$ cat config.mk
export PLATFORM = sky130hd
export DESIGN_NAME = hall_call_register
export DESIGN_NICKNAME = d
export VERILOG_FILES = /design/src/rtl/hall_call_register.sv
export SDC_FILE = /design/constraint.sdc
export NUM_CORES = 1
export LEC_CHECK = 0
export ABC_AREA = 0
export CORE_ASPECT_RATIO = 1.75
export CORE_MARGIN = 3
export CORE_UTILIZATION = 34
export CTS_BUF_LIST = sky130_fd_sc_hd__clkbuf_4
export CTS_CLUSTER_DIAMETER = 150
export DETAILED_ROUTE_END_ITERATION = 10
export RECOVER_POWER = 50
export SLEW_MARGIN = 20
export SYNTH_ARGS = -nofsm -noshare
export SYNTH_HDL_FRONTEND = slang
export SYNTH_SLANG_ARGS = --single-unit
$ cat constraint.sdc
create_clock -name clk -period 3.38 [get_ports clk]
set_input_delay 0.676 -clock clk [delete_from_list [all_inputs] [get_ports clk]]
set_output_delay 0.676 -clock clk [all_outputs]
set_load 0.02 [all_outputs]
$ cat src/rtl/hall_call_register.sv
// Debounces landing hall-call buttons into latched up/down request vectors, cleared by direction-matched door-open service, with stale flags.
// Latency: press visible after the DEBOUNCE_CYCLES-th high sample edge; clear one edge after service; all outputs registered.
module hall_call_register #(
  parameter int N_FLOORS        = 12,
  parameter int N_LIFTS         = 10,
  parameter int DEBOUNCE_CYCLES = 4,
  parameter int STALE_CYCLES    = 1024
) (
  input  logic                        clk,
  input  logic                        reset,
  input  logic [N_FLOORS-1:0]         up_btn,
  input  logic [N_FLOORS-1:0]         dn_btn,
  input  logic [N_LIFTS*N_FLOORS-1:0] floor_sense,
  input  logic [N_LIFTS-1:0]          door_open,
  input  logic [N_LIFTS-1:0]          direction,
  output logic [N_FLOORS-1:0]         up_rqst,
  output logic [N_FLOORS-1:0]         dn_rqst,
  output logic [N_FLOORS-1:0]         up_stale,
  output logic [N_FLOORS-1:0]         dn_stale
);

  localparam int NCH = 2 * N_FLOORS;
  localparam int CW  = $clog2(DEBOUNCE_CYCLES + 1);
  localparam int AW  = $clog2(STALE_CYCLES + 1);

  typedef enum logic [1:0] {
    IDLE  = 2'd0,
    COUNT = 2'd1,
    HELD  = 2'd2
  } db_state_e;

  // Channel c < N_FLOORS is up[c]; channel N_FLOORS+f is dn[f].
  db_state_e       st_q  [NCH];
  db_state_e       st_d  [NCH];
  logic [CW-1:0]   cnt_q [NCH];
  logic [CW-1:0]   cnt_d [NCH];
  logic [AW-1:0]   age_q [NCH];
  logic [AW-1:0]   age_d [NCH];
  logic [NCH-1:0]  rqst_q, rqst_d;
  logic [NCH-1:0]  stale_q, stale_d;
  logic [NCH-1:0]  btn_all, srv_all, chan_en;
  logic [N_FLOORS-1:0] up_served, dn_served;

  assign btn_all = {dn_btn, up_btn};
  assign srv_all = {dn_served, up_served};

  always_comb begin
    chan_en             = '1;
    chan_en[N_FLOORS-1] = 1'b0;
    chan_en[N_FLOORS]   = 1'b0;
  end

  // End floors serve regardless of direction: a lift can only leave one way.
  always_comb begin
    up_served = '0;
    dn_served = '0;
    for (int i = 0; i < N_LIFTS; i++) begin
      for (int f = 0; f < N_FLOORS; f++) begin
        if (floor_sense[i*N_FLOORS+f] && door_open[i]) begin
          if (direction[i] || f == 0)           up_served[f] = 1'b1;
          if (!direction[i] || f == N_FLOORS-1) dn_served[f] = 1'b1;
        end
      end
    end
  end

  always_comb begin
    logic          acc;
    logic [CW-1:0] cnt_nxt;
    for (int c = 0; c < NCH; c++) begin
      st_d[c]    = st_q[c];
      cnt_d[c]   = cnt_q[c];
      rqst_d[c]  = rqst_q[c];
      age_d[c]   = age_q[c];
      acc        = 1'b0;
      cnt_nxt    = cnt_q[c] + CW'(1);

      case (st_q[c])
        IDLE: begin
          if (btn_all[c]) begin
            cnt_d[c] = CW'(1);
            if (DEBOUNCE_CYCLES == 1) begin
              st_d[c] = HELD;
              acc     = 1'b1;
            end else begin
              st_d[c] = COUNT;
            end
          end
        end
        COUNT: begin
          if (btn_all[c]) begin
            cnt_d[c] = cnt_nxt;
            if (cnt_nxt == CW'(DEBOUNCE_CYCLES)) begin
              st_d[c] = HELD;
              acc     = 1'b1;
            end
          end else begin
            st_d[c]  = IDLE;
            cnt_d[c] = '0;
          end
        end
        HELD: begin
          if (!btn_all[c]) begin
            st_d[c]  = IDLE;
            cnt_d[c] = '0;
          end
        end
        default: begin
          st_d[c]  = IDLE;
          cnt_d[c] = '0;
        end
      endcase

      // Service outranks a same-edge acceptance; a re-press of a pending call keeps its age.
      if (!chan_en[c] || srv_all[c]) begin
        rqst_d[c] = 1'b0;
        age_d[c]  = '0;
      end else if (acc && !rqst_q[c]) begin
        rqst_d[c] = 1'b1;
        age_d[c]  = '0;
      end else if (rqst_q[c] && age_q[c] != AW'(STALE_CYCLES)) begin
        age_d[c]  = age_q[c] + AW'(1);
      end

      stale_d[c] = rqst_d[c] && (age_d[c] == AW'(STALE_CYCLES));
    end
  end

  always_ff @(posedge clk) begin
    if (reset) begin
      rqst_q  <= '0;
      stale_q <= '0;
      for (int c = 0; c < NCH; c++) begin
        st_q[c]  <= IDLE;
        cnt_q[c] <= '0;
        age_q[c] <= '0;
      end
    end else begin
      rqst_q  <= rqst_d;
      stale_q <= stale_d;
      for (int c = 0; c < NCH; c++) begin
        st_q[c]  <= st_d[c];
        cnt_q[c] <= cnt_d[c];
        age_q[c] <= age_d[c];
      end
    end
  end

  assign up_rqst  = rqst_q[N_FLOORS-1:0];
  assign dn_rqst  = rqst_q[NCH-1:N_FLOORS];
  assign up_stale = stale_q[N_FLOORS-1:0];
  assign dn_stale = stale_q[NCH-1:N_FLOORS];

endmodule

Word-level counts from Yosys, hierarchy flattened
Memories as Yosys holds them, arrays and structs flattened.
Index checks and enable logic that the tools add are counted.
Widths: inputs -> output; s select.

operators by class
  add/subtract/negate cells = 46
  multipliers = 0
  order comparisons = 0
  mux-type cells = 869
  shifts and indexed selects = 0
  bitwise logic cells = 72
  equality and inequality tests = 116
  divide/modulo/power cells = 0
  reductions and logical operators = 232

operator list
  kind                   number
  $mux 11                90
  $mux 1                 515
  $mux 3                 96
  $add 11x1->11 const B  22
  $eq 11x11->1 const B   22
  $ne 11x11->1 const B   22
  $mux 2                 120
  $pmux 3 s3             24
  $logic_and 1x1->1      186
  $pmux 2 s3             24
  $add 3x1->3 const B    24
  $eq 3x3->1 const B     24
  $or 1x1->1             72
  $eq 2x1->1 const B     24
  $eq 2x2->1 const B     24
  $logic_not 2->1        24
  $logic_not 1->1        22

storage, ports and cells
  latch bits = 0
  word-level logic and storage cells = 1342
  ROM bits = 0
  RAM bits = 384
  register bits = 48
  memories kept = 3

memory list
  name   depth  width  read ports  clocked after Yosys merged registers in  write ports  RTL line  RTL
  age_q  24     11     22          0                                        24           37        logic [AW-1:0] age_q [NCH];
  cnt_q  24     3      24          0                                        24           35        logic [CW-1:0] cnt_q [NCH];
  st_q   24     2      24          0                                        24           33        db_state_e st_q [NCH];

Depth between registers and ports, before layout
  depth in word-level cells = 23
  mapped depth = 8

Least setup slack after synthesis
No wires, ideal clock.

  kind = input -> register
  start point = input port door_open[8]
  end point = register stale_q[23]
  arrival time = 2.055 ns
  setup time = 0.115 ns
  cell stages on the path = 6
  path buffers = 1
  required time = 3.265 ns
  slack = 1.211 ns
  cell sequence = clkbuf_1 > a22oi_1 > nand3_1 > or3_1 > a2111o_1 > a2111oi_0

on the way
  cells in the longest elaborated chain, start to end = 6
  elaborated cells on any way between the ends = 7
  those cells by class = eq/ne (1); mux (4); reduce/logical (2)

RTL lines
  item                     RTL line  RTL
  start: declaration       14        input logic [N_LIFTS-1:0] door_open,
  $logic_and 1x1->1 (*)    59        if (floor_sense[i*N_FLOORS+f] && door_open[i]) begin
  $mux 1 (*) (2 in a row)  59
  $mux 11                  115       if (!chan_en[c] || srv_all[c]) begin
  $eq 11x11->1             125       stale_d[c] = rqst_d[c] && (age_d[c] == AW'(STALE_CYCLES));
  $logic_and 1x1->1 (*)    125
  end signal: assignment   140       stale_q <= stale_d;
  end: declaration         40        logic [NCH-1:0] stale_q, stale_d;

Mark *: on every way between the ends. The rest lies on a longest branch, timed or not.
A chain may end at the register's enable or synchronous reset.

==> run metrics <==
Post-Syn Area between 20000 and 25000 um^2; Reg2Reg Setup Slack 1060 ps; synthesized area per cell 7.89 um^2; failing checks max-capacitance violations, max-slew violations; TritonCTS Buffers 104; register area share after synthesis 0.341; clk sink count between 300 and 400; Post-CTS Hold Buffers 0; commonest cells in the netlist nor2_1, dfxtp_1, nand2_1; area leader, netlist dfxtp_1; busiest grt layer met2; MaxCap Viol Count 3; Avg WL per Cell between 15 and 20 um; synth warn 0; Critical Path RT about 4100 ps; CTS tree built; Post-Synth XOR/XNOR Area 0.0901; fin area around 28000 um^2; first-pass GRT wire length roughly 110000 um; Die Ht 352 um; met1 Use GR 0.206; area after detailed placement 26400 um^2; Util after Layout 0.409; I/O pin count 214; CTS Buffer Depth 3; Arr. time, crit path 3820 ps; Hold Slack 388 ps; status finished with violations; Fmax around 0.33 GHz; Final Hold Vio Count 0; floorplan row count between 100 and 150; number of global-route vias before repair 21100; Critical Path Fanout Max 30; simple-gate portion of the synthesized area 0.324; Total GRT Usage 0.184; ranking of synthesized cells by area dfxtp_1, nor2_1, xnor2_1; drt pass-1 iters 6; Total Routed Length between 60000 and 70000 um; number of enable flip-flop cells after synthesis 0; Avg Vias per Cell 5.31; CP Capture Type flop; DR iter-0 viols 1261; critical path class input pin to flop; Worst Tran Pin Value about 1800 ps; die area ~70000 um^2; startpoint type of the worst setup path input pin; Async S/R FF share, synth 0; PostCTS Resize Cnt 0; initial antenna violation count 9; Routability Congestion approximately 0.9; IO buf count slightly above 200; nets ~3400; Area Growth Syn to Fin 18.9%; # DRC 0; met3 Use GR 0.0558; clk_skew 27.9 ps; proportion of layout cells with a drive suffix above 1 0.0744; Netlist cell types 87; mux cell area share after synthesis 0.0318; Synth Register Bits ~400; VDD IR max 0.226 mV; die width 204 um; max_slew headroom -0.231; cells after synthesis approximately 2900; Seq. cell area ~8000 um^2; main flop type after synthesis dfxtp_1; most frequent cell after synthesis nor2_1; core outline area 67500 um^2; Routed Antenna Nets 0; met2 Track Usage GR 0.329; Synth Area in Compound Gates 0.118; total vias in the final route between 20000 and 25000; Clock transition at path regs ~60 ps; # Post-CTS Setup Buffers 0; GRT overflow 0; top-area cell type share of the netlist area 0.341; Slew Viols, Final 97; Pwr per Cell Area 356 nW/um^2; dpl hpwl between 50000 and 60000 um; Root Buffer clkbuf_4; # fillers around 7100; deepest level of the CTS H-tree 3; Starting Density 0.344; largest family of logic cells by synthesized area simple AND/OR/NAND/NOR gates; Final Setup Violations 0; P_leak roughly 9.6 nW; area of the multi-input gates approximately 14000 um^2; worst-skew pair later-pin latency around 900 ps; setup repair after global routing missed its margin no; min Tclk post-route 3070 ps; largest net degree at the start of global routing 36; Final period util 0.910; adder-cell area share of the yosys netlist 0.0474; Hold Path Class input pin to flop
-- critical path: stages --
cell	delay, ps
clkbuf_1	1150
inv_1	940
buf_12	430
o211ai_1	450
nor2_1	120
-- path summary, 6_finish.rpt --
check,start,endpoint,depth (start not counted)
max reg2reg,rqst_q[20],stale_q[20],4
max,reset,age_q[1][12],5
min reg2reg,st_q[2][5],st_q[2][4],1
min,dn_btn[8],st_q[2][9],3
-- final cells by class --
cell class              count  share of cell area
multi-input cells        2265               0.515
flip-flops and latches    396               0.287
repair buffers            283              0.0950
well taps                 896              0.0406
clock buffers             146              0.0397
inverters                 118              0.0160
clock inverters            32             0.00643
diodes                      6            0.000544
-- per-layer routing --
metal	share of wire	wire length, um
met1	0.40	27000
met2	0.49	33000
met3	0.086	5800
met4	0.026	1750
met5	0.00098	66
-- kinds of logic (layout without fill, tap and decap cells) --
group	count (synthesis)	count (layout)
AO/OA/AOI/OAI	394	394
multiplexers	73	73
buffers and inverters	284	579
flip-flops	396	396
adder cells (fa/ha/maj)	88	88
XOR/XNOR	239	239
other	1	10
AND/OR/NAND/NOR	1467	1467
-- stage by stage --
stage	power (mW)	setup TNS, ps	setup slack [ps]	std cells
2_1_floorplan	5.23	0	1210	2945
3_3_place_gp	5.73	0	95.7	3958
3_5_place_dp	5.73	-17.7	-17.7	3958
4_1_cts	10.1	0	234	4136
5_1_grt	10.3	0	181	4138
6_report	9.82	0	305	4142
-- where the power goes --
| part | switching, mW | total [mW] | internal (mW) |
|---|---|---|---|
| sequential | 0.0446 | 4.75 | 4.71 |
| combinational | 0.472 | 0.872 | 0.401 |
| clock | 2.07 | 4.19 | 2.12 |
| total | 2.59 | 9.82 | 7.23 |
-- sequential cells by signal (all words and copies together), names as in the netlist --
name     cells
rqst_q      22
stale_q     22
age_q      242
cnt_q       66
st_q        44
-- cell usage in the layout, fill, tap and decap left out, drive strengths merged, types with 11 or more instances in the layout --
cell,synthesis,routed
buf,14,59
o21a,14,14
o31ai,18,18
and3b,29,29
nand2,208,208
nor2,448,448
and4,11,11
a211oi,25,25
mux2i,67,67
and4b,11,11
nand4,119,119
o22ai,11,11
and3,50,50
and2,16,16
nor2b,45,45
xor2,95,95
clkinv,0,29
clkdlybuf4s50,0,204
o21ai,46,46
nor3b,18,18
or4,14,14
a22oi,30,30
clkbuf,152,164
nand3,181,181
dfxtp,396,396
nor3,131,131
nand2b,27,27
a31oi,26,26
a2111oi,13,13
a21boi,15,15
nor4,27,27
inv,118,119
a21oi,109,109
ha,88,88
or3,24,24
nand3b,72,72
xnor2,144,144
o2111ai,14,14
No activity file was read; power rests on OpenSTA's default activity.
